## src/rtl/instr_fetch_unit.sv

```systemverilog
// Instruction fetch / next-PC sequencer for the multi-cycle MIPS core.
// Optional fetch watchdog is enabled by defining FETCH_TIMEOUT_EN.
module instr_fetch_unit #(
  parameter logic [31:0] RESET_PC       = 32'h0000_0000,
  parameter int unsigned TIMEOUT_CYCLES = 16
) (
  input  logic        clk,
  input  logic        rst_n,
  output logic        imem_req,
  output logic [31:0] imem_addr,
  input  logic        imem_ack,
  input  logic [31:0] imem_rdata,
  output logic        instr_valid,
  output logic [5:0]  opcode,
  output logic [5:0]  funct,
  output logic [4:0]  rs,
  output logic [4:0]  rt,
  output logic [4:0]  rd,
  output logic [15:0] imm,
  output logic [31:0] pc_plus4,
  input  logic        exec_done,
  input  logic        jump,
  input  logic        jal,
  input  logic        jr,
  input  logic        branch,
  input  logic [31:0] jr_target,
  input  logic        halt,
  output logic        misalign,
  output logic        fetch_err
);

  typedef enum logic [2:0] {
    IDLE, FETCH, EXEC, HALTED
`ifdef FETCH_TIMEOUT_EN
    , ERR
`endif
  } state_e;

  state_e      state_q, state_d;
  logic [31:0] pc_q, pc_d;
  logic [31:0] ir_q, ir_d;
  logic        misalign_q, misalign_d;
  logic [31:0] pc4, br_off, npc;

  assign pc4    = pc_q + 32'd4;
  assign br_off = {{14{ir_q[15]}}, ir_q[15:0], 2'b00};

  // jr outranks jump/jal, which outrank branch
  always_comb begin
    if (jr)                npc = {jr_target[31:2], 2'b00};
    else if (jump || jal)  npc = {pc4[31:28], ir_q[25:0], 2'b00};
    else if (branch)       npc = pc4 + br_off;
    else                   npc = pc4;
  end

`ifdef FETCH_TIMEOUT_EN
  localparam int unsigned TW = $clog2(TIMEOUT_CYCLES + 1);
  logic [TW-1:0] tmo_q, tmo_d;
  logic          tmo_hit;
  logic          ferr_q, ferr_d;

  assign tmo_hit = (state_q == FETCH) && !imem_ack && (tmo_q == TW'(TIMEOUT_CYCLES - 1));

  always_comb begin
    tmo_d  = '0;
    ferr_d = ferr_q;
    if (state_q == FETCH && !imem_ack) tmo_d = tmo_q + 1'b1;
    if (tmo_hit) ferr_d = 1'b1;
  end

  always_ff @(posedge clk or negedge rst_n) begin
    if (!rst_n) begin
      tmo_q  <= '0;
      ferr_q <= 1'b0;
    end else begin
      tmo_q  <= tmo_d;
      ferr_q <= ferr_d;
    end
  end

  assign fetch_err = ferr_q;
`else
  assign fetch_err = 1'b0;
`endif

  always_ff @(posedge clk or negedge rst_n) begin
    if (!rst_n) begin
      state_q    <= IDLE;
      pc_q       <= RESET_PC;
      ir_q       <= '0;
      misalign_q <= 1'b0;
    end else begin
      state_q    <= state_d;
      pc_q       <= pc_d;
      ir_q       <= ir_d;
      misalign_q <= misalign_d;
    end
  end

  always_comb begin
    state_d = state_q;
    case (state_q)
      IDLE:   state_d = FETCH;
      FETCH: begin
        if (imem_ack) state_d = EXEC;
`ifdef FETCH_TIMEOUT_EN
        else if (tmo_hit) state_d = ERR;
`endif
      end
      EXEC:   if (exec_done) state_d = halt ? HALTED : FETCH;
      HALTED: if (!halt) state_d = FETCH;
      default: state_d = state_q;
    endcase
  end

  always_comb begin
    pc_d       = pc_q;
    ir_d       = ir_q;
    misalign_d = misalign_q;
    if (state_q == FETCH && imem_ack) ir_d = imem_rdata;
    if (state_q == EXEC && exec_done) begin
      pc_d = npc;
      if (jr && jr_target[1:0] != 2'b00) misalign_d = 1'b1;
    end
  end

  always_comb begin
    imem_req    = (state_q == FETCH);
    instr_valid = (state_q == EXEC);
  end

  assign imem_addr = pc_q;
  assign pc_plus4  = pc4;
  assign misalign  = misalign_q;
  assign opcode    = ir_q[31:26];
  assign rs        = ir_q[25:21];
  assign rt        = ir_q[20:16];
  assign rd        = ir_q[15:11];
  assign imm       = ir_q[15:0];
  assign funct     = ir_q[5:0];

endmodule

```

## config.mk

```make
export PLATFORM = sky130hd
export DESIGN_NAME = instr_fetch_unit
export DESIGN_NICKNAME = d
export VERILOG_FILES = /design/src/rtl/instr_fetch_unit.sv
export SDC_FILE = /design/constraint.sdc
export NUM_CORES = 1
export LEC_CHECK = 0
export BUFFER_PORTS_ARGS = -buffer_cell sky130_fd_sc_hd__buf_2
export CAP_MARGIN = 20
export CORE_UTILIZATION = 48
export DETAILED_ROUTE_END_ITERATION = 7
export GPL_ROUTABILITY_DRIVEN = 1
export PLACE_DENSITY_LB_ADDON = 0.2
export SLEW_MARGIN = 10
export SYNTH_ARGS = -nofsm -noshare
export SYNTH_HDL_FRONTEND = slang
export SYNTH_SLANG_ARGS = --single-unit
```

## constraint.sdc

```tcl
create_clock -name clk -period 3.3 [get_ports clk]
set_clock_uncertainty 0.05 [all_clocks]
set_input_delay 0.33 -clock clk [delete_from_list [all_inputs] [get_ports clk]]
set_output_delay 0.33 -clock clk [all_outputs]
set_load 0.01 [all_outputs]
```

# After elaboration in Yosys (flattened, before gate mapping)

Index checks and enable logic that the tools add are counted.

Output and inout bits: 111
Register bits: 68
Input bits: 73
Logic and storage cells: 29

Add/sub/neg operators: 2
Mux-type cells: 8
Reduce and logical (&&, ||, !) cells: 9
Equal/unequal tests: 6

Operators by type and width:

| operator              | number |
|---|---|
| $mux 32               | 3 |
| $add 32x3->32 const B | 1 |
| $add 32x32->32        | 1 |
| $pmux 3 s4            | 1 |
| $mux 3                | 3 |
| $eq 3x2->1 const B    | 2 |
| $ne 2x1->1 const B    | 2 |
| $reduce_and 4->1      | 1 |
| $reduce_bool 4->1     | 1 |
| $eq 3x1->1 const B    | 1 |
| $logic_and 1x1->1     | 3 |
| $logic_not 3->1       | 1 |
| $mux 2                | 1 |
| $ne 2x2->1 const B    | 1 |
| $reduce_and 2->1      | 1 |
| $reduce_bool 2->1     | 1 |
| $logic_or 1x1->1      | 1 |

# Depth between registers and ports, before layout

Word-level depth: 5
Depth in mapped cells: 18
Mapped depth without buffers: 16

# Worst setup path after synthesis

Ideal clock, no wire load.

Path type: register -> register
From: reg pc_q[2], in the netlist imem_addr[2]
To: reg pc_q[30], in the netlist imem_addr[30]
Path buffers: 2
Clock period less this slack: 3.748 ns
Data required time: 3.117 ns
Stages on the path, launching flop included: 19
Path slack: -0.448 ns
Data arrival time: 3.565 ns
Library setup time: 0.133 ns
Cell sequence: dfrtp_1 ha_1 and4_1 buf_2 and2_1 and4_1 nand3_1 xnor2_2 ha_1 buf_2 a21o_1 a311oi_1 a2bb2oi_1 o211ai_1 a21oi_2 o21ai_1 and2_1 mux2i_1 nand3_1

Word-level cells in the longest chain between the ends: 5

RTL lines:

| what                   | RTL line | source |
|---|---|---|
| from (decl)            | 40       | `logic [31:0] pc_q, pc_d;` |
| from (signal assigned) | 94       | `pc_q <= pc_d;` |
| $add 32x3->32          | 45       | `assign pc4 = pc_q + 32'd4;` |
| via pc_plus4[16]       | 20       | `output logic [31:0] pc_plus4,` |
| $add 32x32->32         | 52       | `else if (branch) npc = pc4 + br_off;` |
| $mux 32                | 52       |  |
| $mux 32                | 51       | `else if (jump \|\| jal) npc = {pc4[31:28], ir_q[25:0], 2'b00};` |
| $mux 32                | 50       | `if (jr) npc = {jr_target[31:2], 2'b00};` |

The timed path passes the listed nets, and every way through them passes these cells.
A chain may end at the register's enable or synchronous reset.

# Final worst setup path

From: reg pc_q[3], in the netlist imem_addr[3]
To: reg pc_q[29], in the netlist imem_addr[29]

Word-level cells in the longest chain between the ends: 5

RTL lines:

| what              | RTL line |
|---|---|
| $add 32x3->32 (*) | 45 |
| $add 32x32->32    | 52 |
| $mux 32           | 52 |
| $mux 32 (*)       | 51 |
| $mux 32 (*)       | 50 |

Mark *: on every way between the ends. The rest lies on a longest branch, timed or not.

==> run metrics <==
share of the synthesized area in the top cell type 0.277; GR Layer Usage met2 0.544; die area 0.0127 mm^2; Initial Utilization 0.490; Pwr Density 1270 mW/mm^2; worst-path cell chain ha_2 > and4_4 > and2_4 > and4_4 > buf_4 > xor2_4 > ha_4 > a21o_1 > a31oi_1 > o21ai_1 > a31oi_2 > a21oi_1 > o311ai_2 > mux2i_1 > nor3_2; vias in the first global route 6546; nets 1094; Slowest-stage cell, CP dfrtp_1; hold_sp imem_rdata[7]; Rows 40; worst-case reg-to-reg path depth 15; CTS Buffer Depth 2; Syn Inst Count 687; main flop type after synthesis dfrtp_1; core area 0.0120 mm^2; DR DRC count 0; synthesized cell area 0.00587 mm^2; Worst Hold Depth 2; H-Tree Level Count 3; Post-Route WL 22.1 mm; R2R setup slack -90 ps; drt first pass iters 5; type of element launching the critical path flop; Top cell by count, worst path and4_4; post-route insts no fill 1132; synth cell count leaders dfrtp_1, nand2_1, a21oi_1; Final WS setup -91.0 ps; max-slew violations 0; GRT met1 Usage 0.461; Seq cells post-synth 65; remaining global-route overflow 0; CTS root buf clkbuf_16; critical path arrival 3560 ps; final setup TNS -732 ps; status complete, but fails checks; unrepaired setup endpoints after global routing yes; Worst Path Max Fanout 4; VDD IR max 0.000684 V; Fillers 931; DR iter-0 viols 478; largest net degree at the start of global routing 42; Yosys warning count 0; CP Class reg2reg; capturing point of the worst reg2reg path imem_addr[29]; maximum clock frequency 0.295 GHz; Via Count 6724; RePlAce Congestion 0.942; share of cells above drive strength 1 0.488; Avg WL per Cell 19.5 um; Cell variety after synth 74; PnR Total Power 11.1 mW; synth top area cells dfrtp_1, ha_1, mux2_2; Worst Path Required 3470 ps; number of diodes 0; most frequent cell after synthesis dfrtp_1; sequential-to-total area share from yosys stat 0.277; biggest area consumer among synthesized cells dfrtp_1; Final Core Density 0.728; # port buffers 178; cts bufs inserted 9; worst min-delay path category in2reg; vias per inst 5.94; Die Y 113 um; Period minus WS final 3390 ps; clk_lat worst skew 340 ps; Final Hold Viols 0; Clk pin slew, worst setup/hold paths 60 ps; FF-to-FF Start imem_addr[3]; clock sinks 65; LEAKAGE 4.29 nW; number of max-cap violations 0; Hold Crit Endpoint ir_q[7]; CP endpoint kind flop; DP Cell Count 1094; fin crit share 1.03; Die W 113 um; total track usage 0.344; Avg Cell Area, Syn 8.54 um^2; hold_ws 169 ps; Area growth, synth to finish 48.5%; slowest cell delay on critical path 360 ps; GR peak layer met2; setup violators final 13; initial antenna violation count 0; io pins 184; number of flops mapped to enable cells by yosys 0; post-DP HPWL 16.3 mm; FFs w/ async S/R, synth 1.00; Max transition margin 0.336; post-route ant nets 0; failing checks setup timing; grt met3 use 0.0799; first-pass GRT wire length 33.9 mm; TritonCTS clock tree done; Tightest Pin Transition 997 ps
where the power goes:
part	leakage (nW)	total, mW	internal (mW)	switching (mW)
clock network	0.159	1.05	0.681	0.373
registers	0.771	1.73	1.20	0.530
logic	3.36	8.29	4.09	4.20
total	4.29	11.1	5.97	5.11
repair_timing:
action	in CTS	in global routing
setup buffers	9	12
endpoints found under the setup margin	17	23
hold buffers	1	0
gates resized for setup	26	48
hold endpoints to repair	23	0
pin swaps	25	41
kinds of logic after synthesis:
kind of cell             share of synthesized area
AO/OA/AOI/OAI                                0.226
XOR/XNOR                                    0.0725
adder cells (fa/ha/maj)                     0.0887
buffers and inverters                       0.0544
flip-flops                                   0.277
multiplexers                                0.0845
other                                     0.000639
AND/OR/NAND/NOR                              0.196
flip-flops by register name, indices dropped and copies added (netlist names):
name       cells
imem_addr     30
misalign       1
state_q        2
ir_q          32
cells in the final DEF (no fill, tap or decap), types with 18 or more instances in the layout:
master     n
a21oi_1   52
nand2_1   59
dfrtp_1   58
nor2_1    42
o21ai_0   33
a21o_1    18
nand3_1   29
buf_2    178
buf_4    149
ha_1      29
and3_1    19
mux2_2    32
layout make-up:
type / instances / area [um^2] / area share
inverter: 14 / 52.6 / 0.00603
sequential: 65 / 1640 / 0.188
tap: 147 / 184 / 0.0211
timing repair buffer: 332 / 2060 / 0.237
clock buffer: 11 / 243 / 0.0279
multi-input combinational: 558 / 4450 / 0.511
clock inverter: 5 / 78.8 / 0.00905
routing by layer:
layer,share of wire,vias to the layer above
met5,0,-
met4,0.023,0
met3,0.078,54
met2,0.48,325
met1,0.42,3257
li1,-,3088
worst max-delay path by stage:
stage | from | end | slack, ps
2_1_floorplan | imem_addr[3] | imem_addr[29] | -240
3_3_place_gp | imem_addr[2] | imem_addr[31] | -170
3_5_place_dp | imem_addr[3] | imem_addr[19] | -200
4_1_cts | imem_addr[3] | imem_addr[31] | -120
5_1_grt | imem_addr[3] | imem_addr[31] | -270
6_report | imem_addr[3] | imem_addr[29] | -90
metrics by stage:
step                      area (um^2)  worst slack [ps]
after floorplan                  5990              -240
after global placement           7780              -173
after detailed placement         7780              -201
after CTS                        8300              -125
after global routing             8710              -266
final                            8710             -91.0
critical path, delay by kind of cell (launching register included):
family / cells / cell delay [ps]
AOI/OAI and AO/OA: 6 / 1230
xor gates and xnor gates: 1 / 170
adders and majority gates: 2 / 410
buffers and inverters: 1 / 130
DFF: 1 / 360
muxes: 1 / 260
and+or+nand+nor: 4 / 640
(Power assumes the default switching activity.)
